File: config.mk
export PLATFORM = sky130hd
export DESIGN_NAME = gc_poll_engine
export DESIGN_NICKNAME = d
export VERILOG_FILES = /design/src/rtl/gc_poll_engine.sv
export SDC_FILE = /design/constraint.sdc
export NUM_CORES = 1
export LEC_CHECK = 0
export ABC_CLOCK_PERIOD_IN_PS = 8500
export BUFFER_PORTS_ARGS = -buffer_cell sky130_fd_sc_hd__buf_2
export CORE_UTILIZATION = 64
export CTS_CLUSTER_SIZE = 16
export DETAILED_ROUTE_END_ITERATION = 7
export GPL_TIMING_DRIVEN = 0
export PLACE_DENSITY = 0.84
export SYNTH_ARGS = -nofsm -noshare
export SYNTH_HDL_FRONTEND = slang
export SYNTH_SLANG_ARGS = --single-unit
export TNS_END_PERCENT = 20
File: constraint.sdc
create_clock -name SYSCLK -period 8.5 [get_ports SYSCLK]
set_input_delay 0 -clock SYSCLK [delete_from_list [all_inputs] [get_ports SYSCLK]]
set_output_delay 0 -clock SYSCLK [all_outputs]
set_load 0.01 [all_outputs]
File: src/rtl/gc_poll_engine.sv
// GameCube controller poll engine: sends the 24-bit poll command on the
// open-drain data line, then captures the controller's 64-bit reply.
module gc_poll_engine #(
  parameter int unsigned CLKS_PER_US = 10,
  parameter int unsigned SAMPLE_US   = 2,
  parameter int unsigned TIMEOUT_US  = 200
) (
  input  logic        SYSCLK,
  input  logic        SYSRESET,
  input  logic        start,
  input  logic        rumble,
  input  logic        data_in,
  output logic        data_oe,
  output logic        busy,
  output logic        done,
  output logic        timeout,
  output logic [63:0] buttons
);

  localparam int unsigned TO_CYC = TIMEOUT_US * CLKS_PER_US;
  localparam int unsigned CW     = $clog2(TO_CYC + 1);

  // Counter reload values; bit-cell phases are loaded as (length - 1).
  localparam logic [CW-1:0] ONE_U_M1   = CW'(CLKS_PER_US - 1);
  localparam logic [CW-1:0] THREE_U_M1 = CW'(3 * CLKS_PER_US - 1);
  localparam logic [CW-1:0] SAMPLE_LD  = CW'(SAMPLE_US * CLKS_PER_US);
  localparam logic [CW-1:0] TO_LAST    = CW'(TO_CYC - 1);

  localparam logic [3:0] S_IDLE      = 4'd0;
  localparam logic [3:0] S_TX_LOW    = 4'd1;
  localparam logic [3:0] S_TX_HIGH   = 4'd2;
  localparam logic [3:0] S_TX_STOP   = 4'd3;
  localparam logic [3:0] S_RX_FALL   = 4'd4;
  localparam logic [3:0] S_RX_SAMPLE = 4'd5;
  localparam logic [3:0] S_RX_RISE   = 4'd6;
  localparam logic [3:0] S_RXS_FALL  = 4'd7;
  localparam logic [3:0] S_RXS_RISE  = 4'd8;
  localparam logic [3:0] S_ABORT     = 4'd9;

  logic [3:0]    state_q, state_d;
  logic [CW-1:0] cnt_q, cnt_d;
  logic [6:0]    bit_cnt_q, bit_cnt_d;
  logic [23:0]   tx_q, tx_d;
  logic [63:0]   rx_q, rx_d;
  logic [63:0]   buttons_q, buttons_d;
  logic          data_oe_q, data_oe_d;
  logic          busy_q, busy_d;
  logic          done_q, done_d;
  logic          timeout_q, timeout_d;
  logic [2:0]    sync_q;
  logic          lvl_c;
  logic          fall_c;

  function automatic logic [CW-1:0] low_len(input logic b);
    return b ? ONE_U_M1 : THREE_U_M1;
  endfunction

  function automatic logic [CW-1:0] high_len(input logic b);
    return b ? THREE_U_M1 : ONE_U_M1;
  endfunction

  // Two-flop synchronizer plus one history flop for falling-edge detection.
  // Resets to the idle (pulled-up) level so no false edge follows reset.
  always_ff @(posedge SYSCLK or posedge SYSRESET) begin
    if (SYSRESET) sync_q <= 3'b111;
    else          sync_q <= {sync_q[1:0], data_in};
  end

  assign lvl_c  = sync_q[1];
  assign fall_c = sync_q[2] & ~sync_q[1];

  // State and datapath registers.
  always_ff @(posedge SYSCLK or posedge SYSRESET) begin
    if (SYSRESET) begin
      state_q   <= S_IDLE;
      cnt_q     <= '0;
      bit_cnt_q <= '0;
      tx_q      <= '0;
      rx_q      <= '0;
      buttons_q <= '0;
      data_oe_q <= 1'b0;
      busy_q    <= 1'b0;
      done_q    <= 1'b0;
      timeout_q <= 1'b0;
    end else begin
      state_q   <= state_d;
      cnt_q     <= cnt_d;
      bit_cnt_q <= bit_cnt_d;
      tx_q      <= tx_d;
      rx_q      <= rx_d;
      buttons_q <= buttons_d;
      data_oe_q <= data_oe_d;
      busy_q    <= busy_d;
      done_q    <= done_d;
      timeout_q <= timeout_d;
    end
  end

  // Next-state and output logic for the poll transaction.
  always_comb begin
    state_d   = state_q;
    cnt_d     = cnt_q;
    bit_cnt_d = bit_cnt_q;
    tx_d      = tx_q;
    rx_d      = rx_q;
    buttons_d = buttons_q;
    busy_d    = busy_q;
    done_d    = 1'b0;
    timeout_d = 1'b0;

    case (state_q)
      S_IDLE: begin
        if (start) begin
          tx_d      = {8'h40, 8'h03, 7'd0, rumble};
          bit_cnt_d = '0;
          cnt_d     = low_len(1'b0);
          busy_d    = 1'b1;
          state_d   = S_TX_LOW;
        end
      end
      S_TX_LOW: begin
        if (cnt_q == '0) begin
          cnt_d   = high_len(tx_q[23]);
          state_d = S_TX_HIGH;
        end else begin
          cnt_d = cnt_q - CW'(1);
        end
      end
      S_TX_HIGH: begin
        if (cnt_q == '0) begin
          if (bit_cnt_q == 7'd23) begin
            bit_cnt_d = '0;
            cnt_d     = ONE_U_M1;
            state_d   = S_TX_STOP;
          end else begin
            bit_cnt_d = bit_cnt_q + 7'd1;
            tx_d      = {tx_q[22:0], 1'b0};
            cnt_d     = low_len(tx_q[22]);
            state_d   = S_TX_LOW;
          end
        end else begin
          cnt_d = cnt_q - CW'(1);
        end
      end
      S_TX_STOP: begin
        if (cnt_q == '0) begin
          cnt_d     = '0;
          bit_cnt_d = '0;
          state_d   = S_RX_FALL;
        end else begin
          cnt_d = cnt_q - CW'(1);
        end
      end
      S_RX_FALL, S_RXS_FALL: begin
        if (fall_c) begin
          if (state_q == S_RX_FALL) begin
            cnt_d   = SAMPLE_LD;
            state_d = S_RX_SAMPLE;
          end else begin
            cnt_d   = '0;
            state_d = S_RXS_RISE;
          end
        end else if (cnt_q == TO_LAST) begin
          state_d = S_ABORT;
        end else begin
          cnt_d = cnt_q + CW'(1);
        end
      end
      S_RX_SAMPLE: begin
        if (cnt_q == '0) begin
          rx_d      = {rx_q[62:0], lvl_c};
          bit_cnt_d = bit_cnt_q + 7'd1;
          state_d   = S_RX_RISE;
        end else begin
          cnt_d = cnt_q - CW'(1);
        end
      end
      S_RX_RISE: begin
        if (lvl_c) begin
          cnt_d   = '0;
          state_d = (bit_cnt_q >= 7'd64) ? S_RXS_FALL : S_RX_FALL;
        end else if (cnt_q == TO_LAST) begin
          state_d = S_ABORT;
        end else begin
          cnt_d = cnt_q + CW'(1);
        end
      end
      S_RXS_RISE: begin
        if (lvl_c) begin
          buttons_d = rx_q;
          done_d    = 1'b1;
          busy_d    = 1'b0;
          state_d   = S_IDLE;
        end else if (cnt_q == TO_LAST) begin
          state_d = S_ABORT;
        end else begin
          cnt_d = cnt_q + CW'(1);
        end
      end
      S_ABORT: begin
        state_d = S_IDLE;
      end
      default: begin
        state_d = S_IDLE;
      end
    endcase

    // Entering ABORT: flag the failure and free the engine in the same cycle.
    if (state_d == S_ABORT && state_q != S_ABORT) begin
      timeout_d = 1'b1;
      busy_d    = 1'b0;
    end

    // Only the host-driven low phases pull the pad.
    data_oe_d = (state_d == S_TX_LOW) || (state_d == S_TX_STOP);
  end

  assign data_oe = data_oe_q;
  assign busy    = busy_q;
  assign done    = done_q;
  assign timeout = timeout_q;
  assign buttons = buttons_q;

endmodule

# Word-level counts from Yosys, hierarchy flattened
# Cells that the tools add are included.
# classes
add_sub_neg,3
multipliers,0
n_div,0
order_cmp,1
n_eq_ne,23
shift,0
mux,44
bitwise_logic,2
n_reduce_logical,15
# op_table
op,count
two-way mux 11 bit,9
one-hot mux 11 bit (8 select lines),1
two-way mux 24 bit,3
one-hot mux 24 bit (2 select lines),1
two-way mux 4 bit,10
two-way mux 7 bit,5
one-hot mux 4 bit (8 select lines),1
one-hot mux 7 bit (4 select lines),1
two-way mux 5 bit,4
"== test 4 x 3 -> 1 bit, second input constant",4
"!= test 2 bit, second input constant",7
"== test 4 x 2 -> 1 bit, second input constant",3
"adder 11 x 1 -> 11 bit, second input constant",1
"== test 11 bit, second input constant",1
zero test 11 bit,1
"subtractor 11 x 1 -> 11 bit, second input constant",1
"== test 4 x 1 -> 1 bit, second input constant",2
"== test 4 bit, second input constant",2
AND reduction 4 bit,2
nonzero test 8 bit,1
"adder 7 x 1 -> 7 bit, second input constant",1
"== test 7 x 5 -> 1 bit, second input constant",1
">= comparator 7 bit, second input constant",1
two-way mux 1 bit,6
other kinds (16),19
# totals
reg_bits,181
latch_bits,0
mem_bits_rw,0
rom_bits,0
input_bits,5
elab_cells,99
mem_count,0

# Depth between registers and ports, before layout
# Gate-level depths: netlist (run 1).
# depth
depth_word,8
mapped_depth,10
depth_no_buf,8

# Worst setup path before layout (run 1)
# Ideal clock, no wire load.
# synth_path
kind,reg-to-reg
start,register cnt_q[0]
end,register bit_cnt_q[2]
arrival_ps,2560
required_time_ps,8380
setup_slack_ps,5819
path_stages_with_launch,10
path_buffers,1
path_cell_list,dfrtp_1 > inv_1 > ha_1 > or3b_2 > or3_1 > buf_6 > or3_4 > a21oi_4 > a21oi_1 > a41o_1
# synth_via
elab_chain_cells,3
word_cells_on_any_way,5
cone_classes,eq/ne (3); reduce/logical (2)
# synth_rtl
item,line,text
from (decl),41,"logic [CW-1:0] cnt_q, cnt_d;"
from (signal assigned),87,cnt_q <= cnt_d;
zero test 11 bit *,"130, 146, 170",
!= test 2 bit (no line),-,
AND reduction 5 bit (no line) *,-,
to (signal assigned),88,bit_cnt_q <= bit_cnt_d;
to (decl),42,"logic [6:0] bit_cnt_q, bit_cnt_d;"
# Every way passes the cells marked *; elsewhere a longest branch is shown, timed or not.
# A chain may end at the register's enable or synchronous reset.

# Worst setup path after layout (run 1)
# layout_path
start,register cnt_q[0]
end,register rx_q[25]
# layout_via
elab_chain_cells,2
# layout_rtl
item,line,text
zero test 11 bit,170,if (cnt_q == '0) begin
AND reduction 2 bit (no line),-,
to (signal assigned),90,rx_q <= rx_d;
to (decl),44,"logic [63:0] rx_q, rx_d;"
# No other way between the ends.

==> results of run 1 <==
-- where the power goes --
| group | total [mW] | switching (mW) | internal, mW | leakage, nW |
|---|---|---|---|---|
| sequential | 0.863 | 0.000386 | 0.863 | 2.45 |
| clock | 0.768 | 0.343 | 0.425 | 0.285 |
| combinational | 0.0224 | 0.0185 | 0.00390 | 1.87 |
-- synth_stat cells (5+ instances only) --
cell type and count:
buf_2 7, a21o_1 6, nand3_1 10, a21oi_1 22, dfrtp_1 178, nand2b_1 6
nor4_1 5, inv_1 17, a22o_1 22, and3_1 5, nor2_1 15, clkbuf_1 20
nand4_1 6, nor2b_1 6, a22oi_1 5, nor3_1 13, buf_6 5, a31oi_1 13
mux2_2 127, o31ai_1 5, nand2_1 20, o22ai_1 7, o21ai_0 13
-- per-stage QoR --
stage	utilization [%]	area, um2	hold WS [ns]	cells	setup WS [ns]
3_5_place_dp	72.0	8360	0.107	817	5.36
5_1_grt	77.1	8960	0.152	851	5.05
6_report	77.1	8960	0.105	851	5.28
3_3_place_gp	71.7	8320	0.107	816	2.07
4_1_cts	77.1	8960	0.103	851	5.32
2_1_floorplan	-	7780	0.00448	601	3.59
-- worst max-delay path: stages, from the launching register on --
cell      delay [ns]
dfrtp_1         0.47
inv_1           0.12
ha_1            0.25
nor3b_1         0.46
nand3_1         0.24
or3_1           0.35
clkbuf_1        0.16
buf_1           0.31
buf_1           0.36
mux2_2          0.38
-- sequential cells by signal, indices dropped and copies added, names as in the netlist --
name	cells
busy	1
state_q	4
data_oe	1
cnt_q	11
done	1
rx_q	64
buttons	64
bit_cnt_q	7
tx_q	24
timeout	1
sync_q	3
-- kinds of logic (layout without fill, tap and decap cells) --
| kind of cell | count (synthesis) | count (layout) | synth area share [%] |
|---|---|---|---|
| fa+ha+maj | 4 | 4 | 0.643 |
| simple gates | 106 | 106 | 7.41 |
| flops | 181 | 181 | 58.2 |
| mux | 128 | 128 | 18.5 |
| compound gates | 124 | 124 | 11.5 |
| xor+xnor | 4 | 4 | 0.450 |
| buf+inv | 54 | 161 | 3.25 |
-- metal layers --
metal	global-route usage (%)	vias up	wire, um
met5	0	-	0
met4	10.8	0	341
met3	6.97	35	877
met2	46.0	139	8240
met1	38.3	2651	7070
li1	-	2411	-
-- worst paths after layout --
path / from / slack, ns / to
worst max-delay path: cnt_q[0]$_DFFE_PP0P_ / 5.28 / rx_q[25]$_DFFE_PP0P_
worst min-delay path: start / 0.11 / busy$_DFFE_PP0P_
worst max register to register: cnt_q[0]$_DFFE_PP0P_ / 5.28 / rx_q[25]$_DFFE_PP0P_
worst min register to register: sync_q[1]$_DFF_PP1_ / 0.35 / sync_q[2]$_DFF_PP1_
max in group asynchronous: SYSRESET / 7.44 / sync_q[1]$_DFF_PP1_
min in group asynchronous: SYSRESET / 0.22 / rx_q[25]$_DFFE_PP0P_
-- area by class of cell --
class	instances	area [um2]
sequential	181	4530
multi-input combinational	366	3000
clock buffer	20	457
fill	712	2650
inverter	17	71.3
timing repair buffer	76	418
buffer	37	189
tap	143	179
clock inverter	11	115
==> metrics, run 1 <==
sequential area share after synthesis=58.2%; vias per cell=6.15; row count=39; Setup Buffers After CTS=0; share of layout cells above drive strength 1=a little under two fifths; antenna violations before repair=0; WP data arrival=3.52 ns; worst-path fanout max=10; clk_lat worst skew=roughly 0.43 ns; first-pass GRT wire length=27.8 mm; max cap viols=0; Final Cycle Share=a little under two fifths; largest cells by area after synthesis=dfrtp_1 57%, mux2_2 18%, a22o_1 2.5%; Sink Count=approximately 180; clk buf depth=2; Core ar.=11600 um2; Yosys cell types=64; Rel. slew slack=between 20% and 30%; Vias=between 5000 and 6000; H-tree levels=4; fin. max-slew vios=0; Layout area overhead=15.1%; syn avg cell area=approximately 13 um2; crit start category=flip-flop; Layout Skew=about 0.011 ns; setup violators final=0; Worst R2R Path Depth=9; RSZ-0062 raised after global routing=no; post-CTS sizing=0; Fmax=311 MHz; Port Buffer Count=72; worst hold-check path type=primary input to flip-flop; DR WL/cell=just under 20 um; Synth warnings=0; Yosys reg bits=~180; Synth Cell Area=7780 um2; Synth top area share=between 50% and 60%; Power Density=184 nW/um2; Root Driver=clkbuf_16; Num CTS Buffers=17; critical path required time=between 8 and 9 ns; Top Ports=73; Post-synth top flop=dfrtp_1; Die W=112 um; Post-Route WL=~17 mm; Die Y=around 110 um; Synth area leader=dfrtp_1; ANT nets after route=0; critical path class=flip-flop to flip-flop; clk slew on worst S/H paths=about 0.07 ns; CTS tree=built; clock period minus worst slack=between 3 and 4 ns; largest net degree at the start of global routing=93; most frequent cells in the layout=178 x dfrtp_1, 127 x mux2_2, 79 x buf_2, 22 x a21oi_1, 22 x a22o_1; vias in the first global route=5308; die area=between 10000 and 15000 um2; Pwr Total=between 1.5 and 2 mW; commonest non-fill, non-tap cell in the layout=dfrtp_1; Synth Instances=601; DRT Pass-1 Iters=5; drc violations=0; Remaining Overflow, GRT=0; gpl congestion=slightly below 0.9; setup_tns=0 ns; Iter 0 DRT Violations=roughly 370; Hold Path Stages=5; EDFF count, synth=0; Starting Density=about two thirds; Total GRT Usage=between 20% and 30%; syn_nets=610; fin nets=around 710; Slew @ Worst Pin=roughly 1.1 ns; Ant. Diodes=0; run status=finished, final reports clean; Worst Setup End Kind=flip-flop; Hold Buf Count CTS=3; reported leakage power=~4.6 nW; final hold vios=0; VDD IR max=0.000147 V; FFs w/ async S/R, synth=100%; DP HPWL=between 10 and 15 mm
(Power assumes the default switching activity.)
==> run 2, diff against run 1 <==
--- a/config.mk
+++ b/config.mk
@@ -5,13 +5,14 @@
 export SDC_FILE = /design/constraint.sdc
 export NUM_CORES = 1
 export LEC_CHECK = 0
-export ABC_CLOCK_PERIOD_IN_PS = 8500
+export ABC_AREA = 1
+export ABC_CLOCK_PERIOD_IN_PS = 3350
 export BUFFER_PORTS_ARGS = -buffer_cell sky130_fd_sc_hd__buf_2
-export CORE_UTILIZATION = 64
+export CORE_UTILIZATION = 59
 export CTS_CLUSTER_SIZE = 16
 export DETAILED_ROUTE_END_ITERATION = 7
 export GPL_TIMING_DRIVEN = 0
-export PLACE_DENSITY = 0.84
+export PLACE_DENSITY = 0.78
 export SYNTH_ARGS = -nofsm -noshare
 export SYNTH_HDL_FRONTEND = slang
 export SYNTH_SLANG_ARGS = --single-unit
==> constraint.sdc (replaced) <==
create_clock -name SYSCLK -period 3.35 [get_ports SYSCLK]
set_input_delay 0 -clock SYSCLK [delete_from_list [all_inputs] [get_ports SYSCLK]]
set_output_delay 0 -clock SYSCLK [all_outputs]
set_load 0.01 [all_outputs]
==> metrics, run 2 <==
run status=finished, final reports clean; die area=approximately 14000 um2; gpl congestion=slightly above 0.9; clock period minus worst slack=2.13 ns; DR WL/cell=13.5 um; Vias=slightly above 6000; critical path class=flip-flop to flip-flop; FFs w/ async S/R, synth=100%; clk slew on worst S/H paths=roughly 0.06 ns; Synth top area share=roughly 57%; fin nets=1018; post-CTS sizing=0; Ant. Diodes=0; Num CTS Buffers=17; max cap viols=0; row count=41; CTS tree=built; syn_nets=920; DRT Pass-1 Iters=7; clk_lat worst skew=~0.42 ns; final hold vios=0; WP data arrival=approximately 2.4 ns; Iter 0 DRT Violations=486; Power Density=around 460 nW/um2; Die Y=about 120 um; most common cell in the netlist=nand2_1; ANT nets after route=0; Min Hold Slack=~0.092 ns; peak per-stage delay on the critical path=0.43 ns; Total GRT Usage=between 20% and 30%; critical path required time=about 3.7 ns; RSZ-0062 raised after global routing=no; Slew @ Worst Pin=about 0.8 ns; Rel. slew slack=46.9%; Worst Setup End Kind=flip-flop; Die W=117 um; Root Driver=clkbuf_16; Remaining Overflow, GRT=0; setup_tns=0 ns; Cell Chain, Critical Path=clkinv_1, ha_1, nand2_2, nor2_4, nand4_2, nand2_1, inv_2, buf_2, o21ai_1; Top Ports=between 70 and 80; Starting Density=61.3%; vias per cell=around 5.2; Layout area overhead=16.3%; Sink Count=around 180; Yosys cell types=33; share of layout cells above drive strength 1=between 10% and 20%; drc violations=0; Post-Route WL=around 16 mm; first-pass GRT wire length=27.4 mm; Yosys reg bits=181; Synth warnings=0; RR Startpoint=cnt_q[0]$_DFFE_PP0P_; Core ar.=between 10000 and 15000 um2; Synth area leader=dfrtp_1; Setup Buffers After CTS=0; critical path's slowest cell=dfrtp_1; worst-path fanout max=10; origin of the worst setup path=cnt_q[0]$_DFFE_PP0P_; worst hold-check path type=primary input to flip-flop; largest net degree at the start of global routing=46; commonest non-fill, non-tap cell in the layout=nand2_1; crit start category=flip-flop; antenna violations before repair=0; largest cells by area after synthesis=dfrtp_1 57%, nand2_1 12%, inv_1 6.0%; Post-synth top flop=dfrtp_1; sequential area share after synthesis=between 50% and 60%; reported leakage power=about 4.6 nW; DP HPWL=around 11 mm; Synth Instances=911; clk buf depth=2; Synth Cell Area=7830 um2; Layout Skew=~0.007 ns; vias in the first global route=between 5000 and 6000; Fmax=469 MHz; syn avg cell area=around 8.6 um2; H-tree levels=4; setup violators final=0; EDFF count, synth=0; Port Buffer Count=72; Worst Min Path Start=start; Final Cycle Share=between 60% and 70%; synth cell count leaders=252 x nand2_1, 178 x dfrtp_1, 125 x inv_1, 90 x o21ai_0, 67 x o21ai_1; most frequent cells in the layout=252 x nand2_1, 178 x dfrtp_1, 124 x inv_1, 91 x buf_2, 90 x o21ai_0; fin. max-slew vios=0; VDD IR max=between 0.0005 and 0.0006 V
-- run 2: cell types whose count changed in the layout (fill, tap and decap cells not counted), sizes merged, moves of 10 or more --
| cell | delta |
|---|---|
| a22o | -22 |
| nor2 | +26 |
| a21oi | -10 |
| o21ai | +145 |
| nor3 | -11 |
| nand2 | +236 |
| inv | +111 |
| o22ai | +13 |
| a31oi | -13 |
| mux2 | -127 |
| nand3 | +24 |
-- run 2: layout make-up --
type	instances	area [um2]
tap	172	215
multi-input combinational	560	2620
sequential	181	4530
timing repair buffer	79	470
clock buffer	26	519
fill	973	3670
inverter	135	510
clock inverter	6	66.3
buffer	35	166
-- run 2: through the flow --
step / worst slack [ns] / std cells / area [um2] / power, mW / util (%)
after detailed placement: 1.27 / 1159 / 8490 / 2.29 / 66.5
after floorplan: 1.03 / 911 / 7830 / 2.27 / -
after CTS: 1.25 / 1194 / 9100 / 4.22 / 71.3
after global placement: 0.0282 / 1155 / 8410 / 2.28 / 65.8
final: 1.22 / 1194 / 9100 / 4.20 / 71.3
after global routing: 1.04 / 1194 / 9100 / 4.34 / 71.3
-- run 2: layer usage --
metal | vias up | GRT usage (%) | share of wire, %
li1 | 3082 | - | -
met1 | 2971 | 35.9 | 47
met2 | 143 | 42.7 | 48
met3 | 16 | 5.25 | 4.3
met4 | 0 | 7.09 | 1.0
met5 | - | 0 | 0
-- run 2: repair_timing --
item                                    4_1_cts  5_1_grt
hold buffers                                  3        0
endpoints found under the setup margin        0        0
hold endpoints to repair                     36        0
-- run 2: logic make-up (layout without fill, tap and decap cells) --
logic type      after synthesis  in the layout  share of synthesized area [%]
xor+xnor                     11             11                           1.23
fa+ha+maj                     4              4                          0.639
simple gates                348            348                           18.5
flops                       181            181                           57.9
compound gates              197            197                           13.2
buf+inv                     170            281                           8.60
-- run 2: report_power, final --
part,internal (mW),switching [mW],leakage [nW]
registers,2.19,0.00161,2.32
logic,0.0146,0.0450,1.98
clock network,1.15,0.806,0.290
total,3.35,0.852,4.59
-- run 2: worst max-delay path: cells and delay by family (launching register included) --
family / cells / cell delay, ns
AOI/OAI and AO/OA: 1 / 0.10
adders and majority gates: 1 / 0.33
buffers and inverters: 3 / 0.72
DFF: 1 / 0.43
and+or+nand+nor: 4 / 0.40
-- run 2: path summary, 6_finish.rpt --
check                                           to  slack [ns]  cells past startpoint
max in group asynchronous  buttons[55]$_DFFE_PP0P_        1.98                      6
max                           cnt_q[1]$_DFFE_PP0P_        1.22                      9
min                              data_oe$_DFF_PP0_        0.09                      3
min reg2reg                    sync_q[1]$_DFF_PP1_        0.36                      0
min in group asynchronous      tx_q[3]$_DFFE_PP0P_        0.26                      3
max reg2reg                   cnt_q[1]$_DFFE_PP0P_        1.22                      9
==> run 3, diff against run 2 <==
--- a/config.mk
+++ b/config.mk
@@ -6,13 +6,13 @@
 export NUM_CORES = 1
 export LEC_CHECK = 0
 export ABC_AREA = 1
-export ABC_CLOCK_PERIOD_IN_PS = 3350
+export ABC_CLOCK_PERIOD_IN_PS = 1800
 export BUFFER_PORTS_ARGS = -buffer_cell sky130_fd_sc_hd__buf_2
-export CORE_UTILIZATION = 59
+export CORE_UTILIZATION = 53
 export CTS_CLUSTER_SIZE = 16
 export DETAILED_ROUTE_END_ITERATION = 7
 export GPL_TIMING_DRIVEN = 0
-export PLACE_DENSITY = 0.78
+export PLACE_DENSITY = 0.74
 export SYNTH_ARGS = -nofsm -noshare
 export SYNTH_HDL_FRONTEND = slang
 export SYNTH_SLANG_ARGS = --single-unit
==> constraint.sdc (replaced) <==
create_clock -name SYSCLK -period 1.8 [get_ports SYSCLK]
set_input_delay 0 -clock SYSCLK [delete_from_list [all_inputs] [get_ports SYSCLK]]
set_output_delay 0 -clock SYSCLK [all_outputs]
set_load 0.01 [all_outputs]
==> metrics, run 3 (synthesis gave the netlist of run 2 again) <==
run status=finished, final reports clean; Slew @ Worst Pin=0.743 ns; critical path class=flip-flop to flip-flop; share of layout cells above drive strength 1=19.7%; clock period minus worst slack=approximately 1.8 ns; WP data arrival=2.03 ns; Die W=around 120 um; Worst Min Path Start=start; Rel. slew slack=~50%; most frequent cells in the layout=241 x nand2_1, 176 x dfrtp_1, 121 x inv_1, 90 x o21ai_0, 83 x buf_2; Worst Setup End Kind=flip-flop; Iter 0 DRT Violations=459; final hold vios=0; H-tree levels=4; Worst Hold End=data_oe$_DFF_PP0_; DRT Pass-1 Iters=5; Core ar.=14500 um2; setup_tns=0 ns; fin. max-slew vios=0; Layout Skew=~0.0064 ns; worst hold-check path type=primary input to flip-flop; Starting Density=about 54%; commonest non-fill, non-tap cell in the layout=nand2_1; max cap viols=0; clk buf depth=2; DR WL/cell=about 13 um; Top Ports=73; gpl congestion=~0.93; Min Hold Slack=0.0604 ns; crit start category=flip-flop; Post-Route WL=roughly 16 mm; Ant. Diodes=0; Root Driver=clkbuf_16; row count=44; worst-path fanout max=10; Layout area overhead=20.5%; Final Cycle Share=97.3%; critical path required time=approximately 2.1 ns; Port Buffer Count=roughly 70; RR Startpoint=state_q[3]$_DFF_PP0_; fin nets=around 1000; largest net degree at the start of global routing=between 40 and 50; Power Density=858 nW/um2; Remaining Overflow, GRT=0; setup violators final=0; Total GRT Usage=roughly 23%; Hold Path Stages=3; Worst R2R Path Depth=8; clk slew on worst S/H paths=~0.060 ns; Crit Reg-Reg Endpoint=rx_q[53]$_DFFE_PP0P_; clk_lat worst skew=between 0.4 and 0.5 ns; first-pass GRT wire length=about 27 mm; vias per cell=between 5 and 6; Vias=6200; VDD IR max=0.000755 V; vias in the first global route=~5800; drc violations=0; ANT nets after route=0; Die Y=between 100 and 150 um; DP HPWL=about 11 mm; die area=between 15000 and 20000 um2; Sink Count=181; CTS tree=built; RSZ-0062 raised after global routing=yes; reported leakage power=4.74 nW; Fmax=roughly 570 MHz; antenna violations before repair=0; Num CTS Buffers=17; Register-to-Register Setup Slack=approximately 0.048 ns
run 3: changes by cell type in the layout (fill, tap and decap cells not counted), sizes merged:
cell	before	now
buf	97	109
bufinv	1	4
clkbuf	40	30
clkinv	6	5
clkinvlp	1	4
inv	133	137
run 3: how the worst max path moves through the flow:
stage | from | endpoint
CTS | state_q[3]$_DFF_PP0_ | cnt_q[6]$_DFFE_PP0P_
detailed placement | cnt_q[0]$_DFFE_PP0P_ | tx_q[17]$_DFFE_PP0P_
finish | state_q[3]$_DFF_PP0_ | rx_q[53]$_DFFE_PP0P_
global route | cnt_q[1]$_DFFE_PP0P_ | rx_q[52]$_DFFE_PP0P_
global placement | SYSRESET | buttons[31]$_DFFE_PP0P_
floorplan | SYSRESET | bit_cnt_q[0]$_DFFE_PP0P_
run 3: layer usage:
| metal | wire length (um) | global-route usage [%] | up-vias |
|---|---|---|---|
| met5 | 0 | 0 | - |
| met4 | 213 | 7.91 | 0 |
| met3 | 772 | 4.47 | 23 |
| met2 | 7550 | 36.8 | 162 |
| met1 | 7560 | 31.4 | 2905 |
| li1 | - | - | 3110 |
run 3: what timing repair did:
action	CTS	global route
pin swaps	2	6
gates resized for setup	17	55
hold endpoints to repair	32	0
endpoints found under the setup margin	110	167
hold buffers	3	0
setup buffers	6	5
run 3: metrics by stage:
step / setup slack (ns) / instances / total power [mW] / util, % / instance area, um2
floorplan: -0.520 / 911 / 4.22 / - / 7830
global placement: -1.53 / 1167 / 4.24 / 58.2 / 8420
global route: -0.0495 / 1217 / 8.36 / 65.2 / 9430
finish: 0.0481 / 1217 / 8.10 / 65.2 / 9430
detailed placement: -0.252 / 1171 / 4.27 / 58.7 / 8500
CTS: -0.00903 / 1212 / 8.16 / 64.0 / 9270
run 3: where the power goes:
part	leakage (nW)	total, mW	switching, mW	internal [mW]
Sequential	2.32	4.08	0.00368	4.07
Combinational	2.12	0.113	0.0857	0.0273
Clock	0.302	3.91	1.57	2.33
run 3: cell type report:
type                    count  area, um2
flip-flops and latches    181       4540
inverters                 135        517
well taps                 184        230
plain buffers              35        205
repair buffers             90        553
clock buffers              17        425
clock inverters            15        200
multi-input cells         560       2770
fillers                  1169       5040
run 3: critical path, cell delays in order (launching register included):
cell,delay [ns]
dfrtp_1,0.43
inv_2,0.11
nand2_2,0.09
nor2_4,0.26
nand4_4,0.19
buf_6,0.19
buf_2,0.18
nand2_1,0.06
o21ai_0,0.09
